`src/rtl/csr_pkg.sv`:
```
// Shared CSR addresses, interrupt cause codes, mstatus bit positions and
// the enums used by the M-mode CSR file and trap controller.
package csr_pkg;

   localparam logic [11:0] CSR_MSTATUS  = 12'h300;
   localparam logic [11:0] CSR_MIE      = 12'h304;
   localparam logic [11:0] CSR_MTVEC    = 12'h305;
   localparam logic [11:0] CSR_MSCRATCH = 12'h340;
   localparam logic [11:0] CSR_MEPC     = 12'h341;
   localparam logic [11:0] CSR_MCAUSE   = 12'h342;
   localparam logic [11:0] CSR_MTVAL    = 12'h343;
   localparam logic [11:0] CSR_MIP      = 12'h344;
   localparam logic [11:0] CSR_MCYCLE   = 12'hB00;
   localparam logic [11:0] CSR_MINSTRET = 12'hB02;
   localparam logic [11:0] CSR_MHARTID  = 12'hF14;

   localparam logic [3:0] IRQ_MSI = 4'd3;
   localparam logic [3:0] IRQ_MTI = 4'd7;
   localparam logic [3:0] IRQ_MEI = 4'd11;

   localparam int MSTATUS_MIE    = 3;
   localparam int MSTATUS_MPIE   = 7;
   localparam int MSTATUS_MPP_LO = 11;
   localparam int MSTATUS_MPP_HI = 12;

   typedef enum logic [1:0] {
      CSR_NONE = 2'b00,
      CSR_RW   = 2'b01,
      CSR_RS   = 2'b10,
      CSR_RC   = 2'b11
   } csr_op_e;

   typedef enum logic {
      ST_IDLE     = 1'b0,
      ST_REDIRECT = 1'b1
   } state_e;

endpackage

```
`src/rtl/irq_sync.sv`:
```
// Flop-chain synchroniser for one asynchronous interrupt level. Also exposes
// the value the output will take after the next edge.
module irq_sync #(
   parameter int STAGES = 2
) (
   input  logic clk,
   input  logic reset,
   input  logic async_i,
   output logic sync_o,
   output logic sync_nxt_o
);

   logic [STAGES-1:0] chain_q, chain_d;

   always_comb begin
      chain_d[0] = async_i;
      for (int i = 1; i < STAGES; i++) chain_d[i] = chain_q[i-1];
   end

   always_ff @(posedge clk) begin
      if (reset) chain_q <= '0;
      else       chain_q <= chain_d;
   end

   assign sync_o     = chain_q[STAGES-1];
   assign sync_nxt_o = chain_d[STAGES-1];

endmodule

```
`src/rtl/csr_trap_ctrl.sv`:
```
// M-mode CSR file and writeback-stage trap/interrupt controller: CSR access,
// interrupt arbitration, trap entry / mret sequencing and a held fetch redirect.
module csr_trap_ctrl
   import csr_pkg::*;
#(
   parameter int XLEN            = 64,
   parameter int IRQ_SYNC_STAGES = 2,
   parameter bit HAS_COUNTERS    = 1
) (
   input  logic            clk,
   input  logic            reset,
   input  logic            wb_valid,
   input  logic [XLEN-1:0] wb_pc,
   input  logic [1:0]      csr_op,
   input  logic [11:0]     csr_addr,
   input  logic [XLEN-1:0] csr_wdata,
   input  logic            except_valid,
   input  logic [XLEN-1:0] except_cause,
   input  logic [XLEN-1:0] except_tval,
   input  logic            mret,
   input  logic            irq_msip,
   input  logic            irq_mtip,
   input  logic            irq_meip,
   output logic [XLEN-1:0] csr_rdata,
   output logic            csr_illegal,
   output logic            flush,
   output logic            stall,
   output logic            redirect_valid,
   output logic [XLEN-1:0] redirect_pc,
   input  logic            redirect_ready,
   output logic [XLEN-1:0] mstatus_diff,
   output logic [XLEN-1:0] mie_diff,
   output logic [XLEN-1:0] mip_diff,
   output logic [XLEN-1:0] mtvec_diff,
   output logic [XLEN-1:0] mepc_diff,
   output logic [XLEN-1:0] mcause_diff,
   output logic [XLEN-1:0] mtval_diff,
   output logic [XLEN-1:0] mscratch_diff
);

   localparam logic [XLEN-1:0] ALIGN_MASK = ~XLEN'(3);

   // Interrupt bit vectors are kept as {MEI, MTI, MSI}.
   function automatic logic [XLEN-1:0] irq_vec(input logic [2:0] b);
      irq_vec          = '0;
      irq_vec[IRQ_MSI] = b[0];
      irq_vec[IRQ_MTI] = b[1];
      irq_vec[IRQ_MEI] = b[2];
   endfunction

   function automatic logic [XLEN-1:0] mstatus_vec(input logic mie, input logic mpie);
      mstatus_vec                                = '0;
      mstatus_vec[MSTATUS_MPP_HI:MSTATUS_MPP_LO] = 2'b11;
      mstatus_vec[MSTATUS_MIE]                   = mie;
      mstatus_vec[MSTATUS_MPIE]                  = mpie;
   endfunction

   csr_op_e         op_e;
   state_e          state_q;
   logic            redirect_valid_q;
   logic [XLEN-1:0] redirect_pc_q;

   logic            mstatus_mie_q, mstatus_mie_d;
   logic            mstatus_mpie_q, mstatus_mpie_d;
   logic [2:0]      mie_en_q, mie_en_d;
   logic [XLEN-1:0] mtvec_q, mtvec_d;
   logic [XLEN-1:0] mscratch_q, mscratch_d;
   logic [XLEN-1:0] mepc_q, mepc_d;
   logic [XLEN-1:0] mcause_q, mcause_d;
   logic [XLEN-1:0] mtval_q, mtval_d;
   logic [XLEN-1:0] mcycle_val, minstret_val;

   logic [2:0]      irq_raw, mip_s, mip_nxt;
   logic [2:0]      pend;
   logic            irq_take, trap, mret_go, csr_we, retire, idle, csr_hit;
   logic [3:0]      irq_code;
   logic [XLEN-1:0] csr_wval, trap_cause, trap_tval, trap_vec, mtvec_base;

   assign op_e    = csr_op_e'(csr_op);
   assign irq_raw = {irq_meip, irq_mtip, irq_msip};

   for (genvar g = 0; g < 3; g++) begin : g_sync
      irq_sync #(.STAGES(IRQ_SYNC_STAGES)) u_sync (
         .clk        (clk),
         .reset      (reset),
         .async_i    (irq_raw[g]),
         .sync_o     (mip_s[g]),
         .sync_nxt_o (mip_nxt[g])
      );
   end

   always_comb begin
      csr_hit   = 1'b1;
      csr_rdata = '0;
      case (csr_addr)
         CSR_MSTATUS:  csr_rdata = mstatus_vec(mstatus_mie_q, mstatus_mpie_q);
         CSR_MIE:      csr_rdata = irq_vec(mie_en_q);
         CSR_MTVEC:    csr_rdata = mtvec_q;
         CSR_MSCRATCH: csr_rdata = mscratch_q;
         CSR_MEPC:     csr_rdata = mepc_q;
         CSR_MCAUSE:   csr_rdata = mcause_q;
         CSR_MTVAL:    csr_rdata = mtval_q;
         CSR_MIP:      csr_rdata = irq_vec(mip_s);
         CSR_MCYCLE:   csr_rdata = mcycle_val;
         CSR_MINSTRET: csr_rdata = minstret_val;
         CSR_MHARTID:  csr_rdata = '0;
         default:      csr_hit   = 1'b0;
      endcase
   end

   // Legality only matters for an actual CSR instruction.
   assign csr_illegal = (op_e != CSR_NONE) && (!csr_hit || (csr_addr[11:10] == 2'b11));

   always_comb begin
      case (op_e)
         CSR_RW:  csr_wval = csr_wdata;
         CSR_RS:  csr_wval = csr_rdata | csr_wdata;
         CSR_RC:  csr_wval = csr_rdata & ~csr_wdata;
         default: csr_wval = csr_rdata;
      endcase
   end

   assign pend     = mip_s & mie_en_q;
   assign irq_take = mstatus_mie_q && (|pend);
   assign irq_code = pend[2] ? IRQ_MEI : (pend[0] ? IRQ_MSI : IRQ_MTI);

   assign idle    = (state_q == ST_IDLE);
   assign trap    = wb_valid && idle && (irq_take || except_valid);
   assign mret_go = wb_valid && idle && mret && !trap;
   assign retire  = wb_valid && idle && !trap;
   assign csr_we  = retire && (op_e != CSR_NONE) && !csr_illegal;

   always_comb begin
      trap_cause           = except_cause;
      if (irq_take) begin
         trap_cause        = '0;
         trap_cause[XLEN-1] = 1'b1;
         trap_cause[3:0]   = irq_code;
      end
   end

   assign trap_tval  = irq_take ? '0 : except_tval;
   assign mtvec_base = mtvec_q & ALIGN_MASK;
   // Only mode 01 vectors, and only for interrupts; mode 1x falls back to direct.
   assign trap_vec   = (irq_take && (mtvec_q[1:0] == 2'b01))
                     ? mtvec_base + XLEN'({irq_code, 2'b00}) : mtvec_base;

   always_comb begin
      mstatus_mie_d  = mstatus_mie_q;
      mstatus_mpie_d = mstatus_mpie_q;
      mie_en_d       = mie_en_q;
      mtvec_d        = mtvec_q;
      mscratch_d     = mscratch_q;
      mepc_d         = mepc_q;
      mcause_d       = mcause_q;
      mtval_d        = mtval_q;
      if (trap) begin
         mepc_d         = wb_pc & ALIGN_MASK;
         mcause_d       = trap_cause;
         mtval_d        = trap_tval;
         mstatus_mpie_d = mstatus_mie_q;
         mstatus_mie_d  = 1'b0;
      end else if (mret_go) begin
         mstatus_mie_d  = mstatus_mpie_q;
         mstatus_mpie_d = 1'b1;
      end else if (csr_we) begin
         case (csr_addr)
            CSR_MSTATUS: begin
               mstatus_mie_d  = csr_wval[MSTATUS_MIE];
               mstatus_mpie_d = csr_wval[MSTATUS_MPIE];
            end
            CSR_MIE:      mie_en_d   = {csr_wval[IRQ_MEI], csr_wval[IRQ_MTI], csr_wval[IRQ_MSI]};
            CSR_MTVEC:    mtvec_d    = csr_wval;
            CSR_MSCRATCH: mscratch_d = csr_wval;
            CSR_MEPC:     mepc_d     = csr_wval & ALIGN_MASK;
            CSR_MCAUSE:   mcause_d   = csr_wval;
            CSR_MTVAL:    mtval_d    = csr_wval;
            default: ;
         endcase
      end
   end

   always_ff @(posedge clk) begin
      if (reset) begin
         mstatus_mie_q  <= 1'b0;
         mstatus_mpie_q <= 1'b0;
         mie_en_q       <= '0;
         mtvec_q        <= '0;
         mscratch_q     <= '0;
         mepc_q         <= '0;
         mcause_q       <= '0;
         mtval_q        <= '0;
      end else begin
         mstatus_mie_q  <= mstatus_mie_d;
         mstatus_mpie_q <= mstatus_mpie_d;
         mie_en_q       <= mie_en_d;
         mtvec_q        <= mtvec_d;
         mscratch_q     <= mscratch_d;
         mepc_q         <= mepc_d;
         mcause_q       <= mcause_d;
         mtval_q        <= mtval_d;
      end
   end

   if (HAS_COUNTERS) begin : g_cnt
      logic [XLEN-1:0] mcycle_q, mcycle_d, minstret_q, minstret_d;
      // A CSR write replaces the increment for that cycle.
      assign mcycle_d   = (csr_we && csr_addr == CSR_MCYCLE)   ? csr_wval : mcycle_q + XLEN'(1);
      assign minstret_d = (csr_we && csr_addr == CSR_MINSTRET) ? csr_wval : minstret_q + XLEN'(retire);
      always_ff @(posedge clk) begin
         if (reset) begin
            mcycle_q   <= '0;
            minstret_q <= '0;
         end else begin
            mcycle_q   <= mcycle_d;
            minstret_q <= minstret_d;
         end
      end
      assign mcycle_val   = mcycle_q;
      assign minstret_val = minstret_q;
   end else begin : g_nocnt
      assign mcycle_val   = '0;
      assign minstret_val = '0;
   end

   always_ff @(posedge clk) begin
      if (reset) begin
         state_q          <= ST_IDLE;
         redirect_valid_q <= 1'b0;
         redirect_pc_q    <= '0;
      end else begin
         case (state_q)
            ST_IDLE: begin
               if (trap || mret_go) begin
                  state_q          <= ST_REDIRECT;
                  redirect_valid_q <= 1'b1;
                  redirect_pc_q    <= trap ? trap_vec : mepc_q;
               end
            end
            ST_REDIRECT: begin
               if (redirect_ready) begin
                  state_q          <= ST_IDLE;
                  redirect_valid_q <= 1'b0;
               end
            end
         endcase
      end
   end

   assign flush          = trap || mret_go;
   assign stall          = (state_q == ST_REDIRECT);
   assign redirect_valid = redirect_valid_q;
   assign redirect_pc    = redirect_pc_q;

   assign mstatus_diff  = mstatus_vec(mstatus_mie_d, mstatus_mpie_d);
   assign mie_diff      = irq_vec(mie_en_d);
   assign mip_diff      = irq_vec(mip_nxt);
   assign mtvec_diff    = mtvec_d;
   assign mepc_diff     = mepc_d;
   assign mcause_diff   = mcause_d;
   assign mtval_diff    = mtval_d;
   assign mscratch_diff = mscratch_d;

endmodule

```
`config.mk`:
```
export PLATFORM = sky130hd
export DESIGN_NAME = csr_trap_ctrl
export DESIGN_NICKNAME = d
export VERILOG_FILES = /design/src/rtl/csr_pkg.sv /design/src/rtl/irq_sync.sv /design/src/rtl/csr_trap_ctrl.sv
export SDC_FILE = /design/constraint.sdc
export NUM_CORES = 2
export LEC_CHECK = 0
export ABC_CLOCK_PERIOD_IN_PS = 11100
export BUFFER_PORTS_ARGS = -buffer_cell sky130_fd_sc_hd__buf_2
export CORE_AREA = 2 2 361 363
export DETAILED_ROUTE_END_ITERATION = 16
export DIE_AREA = 0 0 363 365
export PLACE_DENSITY_LB_ADDON = 0.3
export SLEW_MARGIN = 30
export SYNTH_ARGS = -nofsm -noshare
export SYNTH_HDL_FRONTEND = slang
export SYNTH_HIERARCHICAL = 1
export SYNTH_SLANG_ARGS = --single-unit
```
`constraint.sdc`:
```
create_clock -name clk -period 11.1 [get_ports clk]
set_input_delay 0.555 -clock clk [delete_from_list [all_inputs] [get_ports clk]]
set_output_delay 0.555 -clock clk [all_outputs]
set_load 0.02 [all_outputs]
```
==> results.json <==
{
  "setup_tns_ps": 0,
  "yosysTopAreaCell": "dfxtp_1",
  "vias_per_cell": 6.23,
  "syn_area_um2": 33300,
  "finalPower_mw": 5.06,
  "startpoint_type": "primary input",
  "rsz0062_at_grt": "false",
  "die_area_um2": 132000,
  "drv_slew": 0,
  "ys_seq_area_frac": 0.316,
  "cts_root_buffer": "clkbuf_16",
  "arrival_ps": 5410,
  "hold_viol_final": 0,
  "cts_resized": 0,
  "io_buffers": 736,
  "critPathRequiredTime_ps": 10550,
  "cts_tree": "done",
  "path_common_cell": "buf_2",
  "hp-class": "in2reg",
  "clkTransAtPathRegs_ps": 60,
  "yosysWarnings": 6,
  "finalSetupViolations": 0,
  "grt_start_max_net_pins": 97,
  "cp_cell_sequence": "buf_2 > nand4bb_1 > or4_1 > nor2_2 > and3_4 > buf_4 > nor2_1 > a21oi_1 > buf_2",
  "fmax_mhz": 168,
  "cap_violations": 0,
  "avgSynthCellArea_um2": 7.76,
  "peakVddDrop_v": 0.0000907,
  "areaGrowthSynthToFinish_pct": 21.0,
  "grt.met1_usage": 0.440,
  "async_reset_ff_frac": 0,
  "gr-total-overflow": 0,
  "crit_type": "in2out",
  "cts-buffers-inserted": 67,
  "fin_nets": 5132,
  "detail-route-antenna-nets": 0,
  "synthFlopType": "dfxtp_1",
  "relSlewSlack": 0.197,
  "core_um2": 129000,
  "path_depth": 9,
  "synth_top_area_frac": 0.316,
  "slowest_delay_ps": 940,
  "met3_usage": 0.119,
  "synth_edf_count": 0,
  "synthCells": 4289,
  "dieHeight_um": 365,
  "post-route-min-period_ps": 5970,
  "vias": 41000,
  "tightest_slew_ps": 1200,
  "rr_worst_depth": 12,
  "grt_use_met2": 0.499,
  "firstDrtPassIters": 10,
  "busiest_layer": "met2",
  "h-tree-depth": 3,
  "cp_slowest_cell": "or4_1",
  "power_density_nw_per_um2": 126,
  "cts_setup_buffers": 0,
  "drt-total-wl_mm": 243,
  "first_iter_violations": 6261,
  "period_share": 0.538,
  "gp_congestion": 1.03,
  "status": "finished, final reports clean",
  "wl_per_cell_um": 36.8,
  "clockBufferDepth": 3,
  "worst-path-buf-inv": 3,
  "grt_use_total": 0.345,
  "die_width_um": 363,
  "critPathTopFamily": "simple AND/OR/NAND/NOR gates",
  "start_util": 0.259,
  "insertion_delay_ps": 650,
  "endpoint_kind": "output pin",
  "leakagePower_nw": 15.7,
  "grt_pass1_vias": 35800,
  "dp_hpwl_mm": 186,
  "rows": 132,
  "skew_ps": 37.3,
  "yosys-top-cells-area": "dfxtp_1, a21oi_1, a211oi_1",
  "synthDistinctLibCells": 97,
  "drc": 0,
  "cts.sinks": 525,
  "synth-seq-cells": 525,
  "drive_above_1_share": 0.225,
  "antenna_found_initial": 66,
  "hold_depth": 2,
  "ctsHoldBuffers": 0,
  "grt_first_pass_wirelength_mm": 316,
  "crit_fanout": 83,
  "io_pins": 923
}
[synthesized netlist by cell type (all sizes together), types with 12 or more instances]
master and number:
nand2 376, nor2b 16, buf 342, xnor2 119, nor2 262, o21ai 180
mux2 22, mux2i 18, xor2 70, a22o 20, or3 19, nor4 54
a21o 14, a222oi 12, and4 39, and3 118, clkbuf 235, a2bb2oi 17
nand3b 67, o41ai 12, nor3 108, nand4 69, o31a 12, a21oi 362
a211oi 212, a32oi 47, nand3 192, o211ai 37, o21a 29, a221oi 70
and2 61, inv 43, a31oi 68, a22oi 200, o22ai 85, dfxtp 525
[state kept, by name, indices dropped and copies added (netlist names), 64 cells and up]
name              count
mepc_q               64
g_cnt.minstret_q     64
redirect_pc          64
g_cnt.mcycle_q       64
mscratch_q           64
mcause_q             64
mtval_q              64
mtvec_q              64
[routing by layer]
metal	vias up	part of all wire
li1	17000	-
met2	3068	0.41
met3	665	0.13
met4	66	0.071
met1	20200	0.39
met5	-	0.0017
[worst reg2reg max path: cells and delay by family (launching register included)]
kind	cells	cell delay, ps
DFF	1	420
and+or+nand+nor	5	2180
adders and majority gates	2	470
xor gates and xnor gates	1	310
buffers and inverters	2	470
AOI/OAI and AO/OA	2	420
[worst paths after layout]
check	startpoint	endpoint	slack, ps
setup / recovery	csr_addr[10]	mscratch_diff[40]	5130
hold / removal	irq_meip	g_sync[2].u_sync/chain_q[0]$_SDFF_PP0_	130
setup reg to reg	stall$_SDFF_PP0_	g_cnt.minstret_q[62]$_SDFF_PP0_	6680
hold reg to reg	redirect_pc[1]$_SDFFE_PP0P_	redirect_pc[1]$_SDFFE_PP0P_	470
[layout make-up]
type	instances	area, um2
Timing Repair Buffer	884	4820
Tap cell	1675	2100
Sequential cell	525	10500
Fill cell	14000	88400
Clock inverter	16	171
Clock buffer	97	1920
Antenna cell	18	45.0
Multi-Input combinational cell	3326	20500
Inverter	43	161
[power by group]
group | leakage [nW] | internal [mW] | switching [mW]
registers | 4.25 | 1.92 | 0.0638
clock network | 1.02 | 1.27 | 0.964
logic | 10.5 | 0.208 | 0.632
total | 15.7 | 3.40 | 1.66
[per-stage QoR]
stage,utilization,instance area [um2],worst slack (ps),instances,hold WS [ps]
after global placement,0.295,38000,5180,6448,457
after CTS,0.312,40200,5110,6564,111
after detailed placement,0.296,38100,5120,6451,466
after floorplan,-,34000,7360,4471,440
after global routing,0.313,40200,5000,6575,139
final,0.313,40300,5130,6584,132
[cells by family after synthesis]
kind of cell,count (synthesis),synth area share
buffers and inverters,620,0.0976
AOI/OAI and AO/OA,1477,0.301
and+or+nand+nor,1430,0.221
DFF,525,0.316
other,2,0.000226
adders and majority gates,6,0.00226
xor gates and xnor gates,189,0.0498
muxes,40,0.0129
[cells in the final DEF, fill, tap and decap left out, types with 40 or more instances in the layout]
cell and instances:
a211oi_1 203, a21oi_1 358, a221oi_1 69, a22oi_1 200
a31oi_1 64, a32oi_1 46, and2_1 57, and3_1 113
buf_2 736, buf_4 143, clkbuf_16 69, conb_1 184
dfxtp_1 525, inv_1 40, nand2_1 373, nand3_1 189
nand3b_1 67, nand4_1 68, nor2_1 244, nor3_1 99
nor4_1 49, o21ai_0 171, o22ai_1 85, xnor2_1 119
xor2_1 69
Note: power is estimated with default switching activity, not from simulation.
